<file path="config.mk">
export PLATFORM = sky130hd
export DESIGN_NAME = mm_tile_sched
export DESIGN_NICKNAME = d
export VERILOG_FILES = /design/src/rtl/mm_tile_sched.sv
export SDC_FILE = /design/constraint.sdc
export NUM_CORES = 1
export LEC_CHECK = 0
export CORE_UTILIZATION = 50
export DETAILED_ROUTE_END_ITERATION = 6
export DONT_BUFFER_PORTS = 1
export SLEW_MARGIN = 20
export SYNTH_ARGS = -nofsm -noshare
export SYNTH_HDL_FRONTEND = slang
export SYNTH_SLANG_ARGS = --single-unit
</file>
<file path="constraint.sdc">
create_clock -name i_clk -period 13.45 [get_ports i_clk]
set_clock_uncertainty 0.15 [all_clocks]
set_input_delay 2.0175 -clock i_clk [delete_from_list [all_inputs] [get_ports i_clk]]
set_output_delay 2.0175 -clock i_clk [all_outputs]
set_load 0.03 [all_outputs]
</file>
<file path="src/rtl/mm_tile_sched.sv">
// Matrix-tile issue scheduler: walks b/k/col/row loops, drives operand reads, accumulator writes and result drain.
// Optional macro MM_SCHED_PERF_CNT_EN adds busy/stall cycle counters on o_busy_cyc/o_stall_cyc.
module mm_tile_sched #(
  parameter int unsigned VL    = 16,
  parameter int unsigned DIM_W = 8,
  parameter int unsigned AA_W  = 12,
  parameter int unsigned AB_W  = 16
) (
  input  logic                              i_clk,
  input  logic                              i_rst,
  input  logic                              i_start,
  input  logic                              i_abort,
  input  logic [1:0]                        i_mode,
  input  logic [DIM_W-1:0]                  i_m_tiles,
  input  logic [DIM_W-1:0]                  i_n_tiles,
  input  logic [DIM_W-1:0]                  i_k_steps,
  input  logic                              i_stall,
  output logic                              o_busy,
  output logic                              o_err,
  output logic [1:0]                        o_mode,
  output logic                              o_rd_en,
  output logic [AA_W-1:0]                   o_a_addr,
  output logic [AB_W-1:0]                   o_b_addr,
  output logic                              o_acc_we,
  output logic [((VL > 1) ? $clog2(VL) : 1)-1:0] o_acc_addr,
  output logic                              o_psum_clr,
  output logic                              o_out_valid,
  output logic [((VL > 1) ? $clog2(VL) : 1)-1:0] o_out_addr,
  input  logic                              i_out_ready,
  output logic                              o_tile_done,
  output logic                              o_mtrx_done,
  output logic [31:0]                       o_busy_cyc,
  output logic [31:0]                       o_stall_cyc
);

  localparam int unsigned BW = (VL > 1) ? $clog2(VL) : 1;
  localparam logic [BW-1:0] B_LAST = BW'(VL - 1);

  typedef enum logic [1:0] {S_IDLE, S_RUN, S_FLUSH, S_DRAIN} state_t;

  state_t            state, state_nx;
  logic [BW-1:0]     b_cnt, rd_b;
  logic [DIM_W-1:0]  k_cnt, col, row;
  logic [DIM_W-1:0]  m_q, n_q, k_q;
  logic              rd_kz;
  logic              issue_c, start_ok_c, start_bad_c, drain_fire_c, drain_end_c;
  logic              last_b_c, last_k_c, last_col_c, last_row_c, dims_ok_c;

  assign last_b_c   = (b_cnt == B_LAST);
  assign last_k_c   = (k_cnt == k_q - DIM_W'(1));
  assign last_col_c = (col == n_q - DIM_W'(1));
  assign last_row_c = (row == m_q - DIM_W'(1));
  assign dims_ok_c  = (i_m_tiles != '0) && (i_n_tiles != '0) && (i_k_steps != '0);

  always_ff @(posedge i_clk or posedge i_rst) begin
    if (i_rst) state <= S_IDLE;
    else       state <= state_nx;
  end

  // Next-state and per-cycle event decode; abort overrides everything.
  always_comb begin
    state_nx     = state;
    issue_c      = 1'b0;
    start_ok_c   = 1'b0;
    start_bad_c  = 1'b0;
    drain_fire_c = 1'b0;
    drain_end_c  = 1'b0;
    case (state)
      S_IDLE: begin
        if (i_start) begin
          if (dims_ok_c) begin
            start_ok_c = 1'b1;
            state_nx   = S_RUN;
          end else begin
            start_bad_c = 1'b1;
          end
        end
      end
      S_RUN: begin
        if (!i_stall) begin
          issue_c = 1'b1;
          if (last_b_c && last_k_c) state_nx = S_FLUSH;
        end
      end
      S_FLUSH: state_nx = S_DRAIN;
      S_DRAIN: begin
        if (i_out_ready) begin
          drain_fire_c = 1'b1;
          if (o_out_addr == B_LAST) begin
            drain_end_c = 1'b1;
            state_nx    = (last_col_c && last_row_c) ? S_IDLE : S_RUN;
          end
        end
      end
      default: state_nx = S_IDLE;
    endcase
    if (i_abort) begin
      state_nx     = S_IDLE;
      issue_c      = 1'b0;
      start_ok_c   = 1'b0;
      start_bad_c  = 1'b0;
      drain_fire_c = 1'b0;
      drain_end_c  = 1'b0;
    end
  end

  always_ff @(posedge i_clk or posedge i_rst) begin
    if (i_rst) begin
      o_busy      <= 1'b0;
      o_err       <= 1'b0;
      o_mode      <= '0;
      o_rd_en     <= 1'b0;
      o_a_addr    <= '0;
      o_b_addr    <= '0;
      o_acc_we    <= 1'b0;
      o_acc_addr  <= '0;
      o_psum_clr  <= 1'b0;
      o_out_valid <= 1'b0;
      o_out_addr  <= '0;
      o_tile_done <= 1'b0;
      o_mtrx_done <= 1'b0;
      b_cnt       <= '0;
      k_cnt       <= '0;
      col         <= '0;
      row         <= '0;
      m_q         <= '0;
      n_q         <= '0;
      k_q         <= '0;
      rd_b        <= '0;
      rd_kz       <= 1'b0;
    end else begin
      o_busy      <= (state_nx != S_IDLE);
      o_out_valid <= (state_nx == S_DRAIN);
      o_err       <= start_bad_c;
      o_tile_done <= drain_end_c;
      o_mtrx_done <= drain_end_c && last_col_c && last_row_c;
      o_rd_en     <= issue_c;
      // Accumulator side trails the read by one cycle.
      o_acc_we    <= o_rd_en && !i_abort;
      o_psum_clr  <= o_rd_en && rd_kz && !i_abort;
      o_acc_addr  <= i_abort ? '0 : rd_b;

      if (start_ok_c) begin
        o_mode     <= i_mode;
        m_q        <= i_m_tiles;
        n_q        <= i_n_tiles;
        k_q        <= i_k_steps;
        b_cnt      <= '0;
        k_cnt      <= '0;
        col        <= '0;
        row        <= '0;
        o_out_addr <= '0;
      end

      if (issue_c) begin
        o_a_addr <= AA_W'(32'(k_cnt) + 32'(row) * 32'(k_q));
        o_b_addr <= AB_W'(32'(b_cnt) + 32'(k_cnt) * 32'(n_q) * 32'(VL) + 32'(col) * 32'(VL));
        rd_b     <= b_cnt;
        rd_kz    <= (k_cnt == '0);
        if (last_b_c) begin
          b_cnt <= '0;
          k_cnt <= last_k_c ? '0 : k_cnt + DIM_W'(1);
        end else begin
          b_cnt <= b_cnt + BW'(1);
        end
      end

      if (drain_fire_c) begin
        if (drain_end_c) begin
          o_out_addr <= '0;
          if (last_col_c) begin
            col <= '0;
            row <= last_row_c ? '0 : row + DIM_W'(1);
          end else begin
            col <= col + DIM_W'(1);
          end
        end else begin
          o_out_addr <= o_out_addr + BW'(1);
        end
      end

      if (i_abort) begin
        rd_b       <= '0;
        rd_kz      <= 1'b0;
        o_out_addr <= '0;
      end
    end
  end

`ifdef MM_SCHED_PERF_CNT_EN
  logic [31:0] busy_cyc_q, stall_cyc_q;

  // Saturating activity counters, cleared by an accepted start and frozen in IDLE.
  always_ff @(posedge i_clk or posedge i_rst) begin
    if (i_rst) begin
      busy_cyc_q  <= '0;
      stall_cyc_q <= '0;
    end else if (start_ok_c) begin
      busy_cyc_q  <= '0;
      stall_cyc_q <= '0;
    end else begin
      if ((state != S_IDLE) && (busy_cyc_q != '1)) busy_cyc_q <= busy_cyc_q + 32'd1;
      if ((state == S_RUN) && i_stall && (stall_cyc_q != '1)) stall_cyc_q <= stall_cyc_q + 32'd1;
    end
  end

  assign o_busy_cyc  = busy_cyc_q;
  assign o_stall_cyc = stall_cyc_q;
`else
  assign o_busy_cyc  = '0;
  assign o_stall_cyc = '0;
`endif

endmodule

</file>
Word-level counts from Yosys, hierarchy flattened
Index checks and enable logic that the tools add are counted.

cells by class
  add/sub/neg operators = 11
  multiply operators = 2
  divide/modulo/power cells = 0
  order comparisons = 0
  eq/ne operators = 9
  shifts and indexed selects = 0
  multiplexer cells = 51
  bitwise logic cells = 0
  reduce and logical (&&, ||, !) cells = 19

operators by type and width
  cell                                                  count
  2-to-1 mux 8 bit                                      13
  2-to-1 mux 4 bit                                      9
  adder 8 x 1 -> 8 bit (second input constant)          3
  equality test 8 bit                                   3
  multiplier 8 x 8 -> 12 bit                            2
  nonzero test 8 bit                                    3
  subtractor 8 x 1 -> 8 bit (second input constant)     3
  2-to-1 mux 1 bit                                      21
  adder 16 x 12 -> 16 bit                               1
  adder 4 x 16 -> 16 bit                                1
  2-to-1 mux 2 bit                                      7
  adder 8 x 12 -> 12 bit                                1
  logical AND 1 bit                                     9
  adder 4 x 1 -> 4 bit (second input constant)          2
  equality test 4 bit (second input constant)           2
  logical NOT 8 bit                                     1
  case mux 2 bit (4 select lines)                       1
  equality test 2 bit (second input constant)           3
  nonzero test 2 bit                                    3
  nonzero test 3 bit                                    1
  equality test 2 x 1 -> 1 bit (second input constant)  1
  logical NOT 2 bit                                     1
  logical NOT 1 bit                                     1

storage, ports and cells
  flip-flop bits (word level) = 105
  latch bits = 0
  bits in writable memories = 0
  bits in read-only memories = 0
  bits of input ports = 32
  output and inout port bits = 110
  logic and storage cells = 115
  memories kept = 0

Depth between registers and ports, before layout
  depth after elaboration = 11
  depth in mapped cells = 23
  mapped depth without buffers = 22

Worst setup path after synthesis
OpenSTA, ideal clock, no wires.

  kind = register -> register
  start point = reg n_q[4]
  end point = reg o_b_addr[15]
  library setup time = 133 ps
  arrival time = 4532 ps
  required time = 13167 ps
  slack = 8634 ps
  stages on the path, launching flop included = 20
  buffers on the path = 1
  period minus slack after synthesis = 4816 ps
  cells stage by stage = dfrtp_1 > clkbuf_1 > and2_1 > fa_1 > fa_1 > inv_1 > fa_1 > fa_1 > inv_1 > ha_1 > xor2_1 > ha_1 > nand2_1 > o21ai_0 > o21a_1 > a21oi_1 > nor2b_1 > nand3b_1 > xnor2_1 > o21ai_0

between the ends
  longest elaborated chain between the ends = 3

ends and longest elaborated chain
  element                     RTL line  text
  from (decl)                 44        logic [DIM_W-1:0] m_q, n_q, k_q;
  from (signal assigned)      146       n_q <= i_n_tiles;
  multiplier 8 x 8 -> 12 bit  157       o_b_addr <= AB_W'(32'(b_cnt) + 32'(k_cnt) * 32'(n_q) * 32'(VL) + 32'(col) * 32'(VL));
  adder 4 x 16 -> 16 bit      157
  adder 16 x 12 -> 16 bit     157
  to (signal assigned)        157
  to (decl)                   23        output logic [AB_W-1:0] o_b_addr,

Every way passes these cells.
A chain may end at the register's enable or synchronous reset.

Final worst setup path
Ends and elaborated chain as after synthesis.

==> impl_metrics.toml <==
[run_status]
status = "finished, violations left"
violations = "design-rule violations"

[drt]
vias = 6749
post_drt_via_cell_ratio = 5.39
wl_um = 20100
drc = 12
wl_per_cell_um = 16.0
ant_nets = 0
dr.pass1.iters = 7
drt_iter0_drc = 522

[timing]
fin_setup_tns_ns = 0
slew_violations = 0
grt_setup_unrepaired = "no"
fmax_mhz = 197
hold_viol = 0
min_period_over_period_pct = 37.7
finalCriticalPeriod_ns = 5.07
worst_pin_slew_ns = 0.974
setup_viol = 0
max_slew_margin_pct = 34.1

[worst_setup_path]
start_kind = "flip-flop"
cp-end-kind = "flip-flop"
crit_slowest_cell = "fa_1"
max_stage_delay_ns = 0.54
worstPathCellList = "and2_1 > fa_1 > fa_1 > inv_1 > fa_1 > fa_1 > inv_1 > ha_1 > xor2_1 > ha_1 > nand2_1 > o21ai_0 > o21a_1 > a21oi_1 > nor2b_1 > nand3b_1 > xnor2_1 > o21ai_0"
crit_top_cell = "fa_1"
path_buf_inv = 2
path_max_fanout = 12
crit_arrival_ns = 5.13
required_ns = 13.51
crit_type = "flip-flop to flip-flop"
cp_top_family = "adder cells"

[global_route]
grt.total_usage_pct = 21.8
grt_start_max_net_pins = 59
top_usage_layer = "met1"
grt_pass1_vias = 6425
met2_usage_pct = 32.5
grt_pass1_wl_um = 33400
grt_remaining_overflow = 0
grt_util_met1_pct = 32.7
antenna_found_initial = 0
met3_usage_pct = 3.80

[synth]
synth_area_leaders = "dfrtp_1 (28%), fa_1 (15%), ha_1 (8.6%), nand2_1 (6.0%), buf_4 (5.1%)"
ys_ff_latch = 105
synthArstFlopShare_pct = 100
ys.flop_type = "dfrtp_1"
postSynthAreaPerCell_um2 = 8.95
synth.top_cell.area_share_pct = 28.1
yosysTopAreaCell = "dfrtp_1"
netlist-cell-type-count = 58
synthCells = 1044
synth.yosys.warnings = 0
synth-seq-area-share_pct = 28.1
netlist_area_mm2 = 0.00934
synth_edf_count = 0

[pwr]
internal-power_w = 0.000534
p_comb_share_pct = 14.4
total_leakage_power_nw = 4.73
p_clk_share_pct = 34.5
power_density_mw_per_mm2 = 85.2
p_switching_w = 0.000282
power_frac_seq_pct = 51.1
switching_share_pct = 34.6
ir_worst_vdd_mv = 0.0815

[placement]
io_buffers = 0
place_inst = 1235
place.detailed.hpwl_um = 15200
place_congestion = 0.834

[clock_network]
root_buffer = "clkbuf_16"
htreeDepth = 3
clock-sinks = 105
cts_tree = "built"
clock_latency_ns = 0.36
numCtsBuffers = 9
cts_hold_buf = 0
post_cts_buffers = 0
clkSlewWorstSetupHoldPaths_ns = 0.08
clockBufferDepth = 2
ctsResizeCount = 0

[floorplan]
initial_core_util_pct = 51.5
die-area_mm2 = 0.0192
std_cell_rows = 49
dieWidth_um = 139
io_pins = 142
coreArea_mm2 = 0.0181
die-height_um = 139

[hold_path]
hold_class = "flip-flop to flip-flop"

[final_layout]
drive_gt1_share_pct = 4.89
area_growth_pct = 2.45
antenna_cells = 0
num-nets-final = 1184
final-instance-count-excl-fill = 1251

[job]
max_cap_violations = 0
[path summary, 6_finish.rpt]
path,startpoint,to,slack [ns],cells past startpoint
worst min register to register,rd_kz$_DFFE_PP0P_,o_psum_clr$_DFF_PP0_,0.36,1
worst max-delay path,n_q[4]$_DFFE_PP0P_,o_b_addr[15]$_DFFE_PP0P_,8.38,18
min in group asynchronous,i_rst,o_mtrx_done$_DFF_PP0_,1.52,1
worst max register to register,n_q[4]$_DFFE_PP0P_,o_b_addr[15]$_DFFE_PP0P_,8.38,18
max in group asynchronous,i_rst,n_q[1]$_DFFE_PP0P_,10.50,2
worst min-delay path,rd_kz$_DFFE_PP0P_,o_psum_clr$_DFF_PP0_,0.36,1
[Yosys cell counts (5+ instances only)]
library cell,instances
o21ai_0,59
a21oi_1,27
o21bai_1,5
fa_1,71
nor4_1,11
clkbuf_1,33
nand3_1,20
nor2_1,53
xor2_1,19
buf_4,64
nand2_1,149
nor3_1,12
a211oi_1,5
ha_1,64
nand2b_1,5
dfrtp_1,105
xnor2_1,46
inv_1,120
and2_1,45
mux2i_1,5
a21o_1,12
and3_1,8
mux2_2,19
nor2b_1,9
nand3b_1,5
[power by group through the flow]
stage,combinational [W],clock (W),sequential (W)
floorplan,0.000129,0,0.000392
global placement,0.000116,0,0.000423
detailed placement,0.000117,0,0.000423
CTS,0.000117,0.000290,0.000417
global route,0.000131,0.000300,0.000422
finish,0.000117,0.000281,0.000417
[per-stage QoR]
| step | hold WS (ns) | instance area, µm² | power (W) | worst slack (ns) | util, % |
|---|---|---|---|---|---|
| floorplan | 0.305 | 9580 | 0.000521 | 8.52 | - |
| global placement | 0.332 | 9250 | 0.000538 | 8.28 | 51.0 |
| detailed placement | 0.343 | 9250 | 0.000540 | 8.22 | 51.0 |
| CTS | 0.360 | 9570 | 0.000824 | 8.35 | 52.7 |
| global route | 0.386 | 9570 | 0.000853 | 8.08 | 52.7 |
| finish | 0.357 | 9570 | 0.000816 | 8.38 | 52.7 |
[cell type report]
type                    instances  area (µm²)
clock buffers                   9         225
clock inverters                 7        96.3
fillers                      1739        8580
inverters                     124         468
multi-input cells             775        5850
flip-flops and latches        105        2630
well taps                     229         287
repair buffers                  2        15.0
[layout by cell type (no fill, tap or decap), types with 5 or more instances in the layout]
cell type  instances
a211oi_1           5
a21o_1            12
a21oi_1           27
and2_1            45
and3_1             8
clkbuf_16          9
conb_1            64
dfrtp_1          105
fa_1              71
ha_1              64
inv_1            119
mux2_2            19
mux2i_1            5
nand2_1          149
nand3_1           20
nand3b_1           5
nor2_1            53
nor2b_1            9
nor3_1            12
nor4_1            11
o21ai_0           59
o21bai_1           5
xnor2_1           46
xor2_1            19
[routing by layer]
layer / up-vias / routed length [µm]
li1: 3201 / -
met1: 3311 / 10000
met2: 215 / 8650
met3: 22 / 1050
met4: 0 / 348
met5: - / 0
[state kept, by name, indices dropped and copies added (netlist names), 2 cells and up]
| name | flops |
|---|---|
| o_a_addr | 12 |
| o_mode | 2 |
| state | 2 |
| col | 8 |
| m_q | 8 |
| o_b_addr | 16 |
| k_cnt | 8 |
| o_acc_addr | 4 |
| rd_b | 4 |
| k_q | 8 |
| n_q | 8 |
| o_out_addr | 4 |
| row | 8 |
| b_cnt | 4 |
[kinds of logic (layout without fill, tap and decap cells)]
logic type               Yosys count  after routing  synth area share [%]
AO/OA/AOI/OAI                    147            147                  9.75
other                              1             64                0.0401
multiplexers                      24             24                  2.83
XOR/XNOR                          65             65                  6.09
buffers and inverters            227            142                  11.8
adder cells (fa/ha/maj)          135            135                  23.8
flip-flops                       105            105                  28.1
AND/OR/NAND/NOR                  340            340                  17.6
[worst register-to-register path, delay by kind of cell, from the launching register on]
kind	cells	cell delay, ns
XOR/XNOR	2	0.34
AO/OA/AOI/OAI	4	0.50
adder cells (fa/ha/maj)	6	2.70
AND/OR/NAND/NOR	4	0.61
buffers and inverters	2	0.09
flip-flops	1	0.52
(Power assumes the default switching activity.)
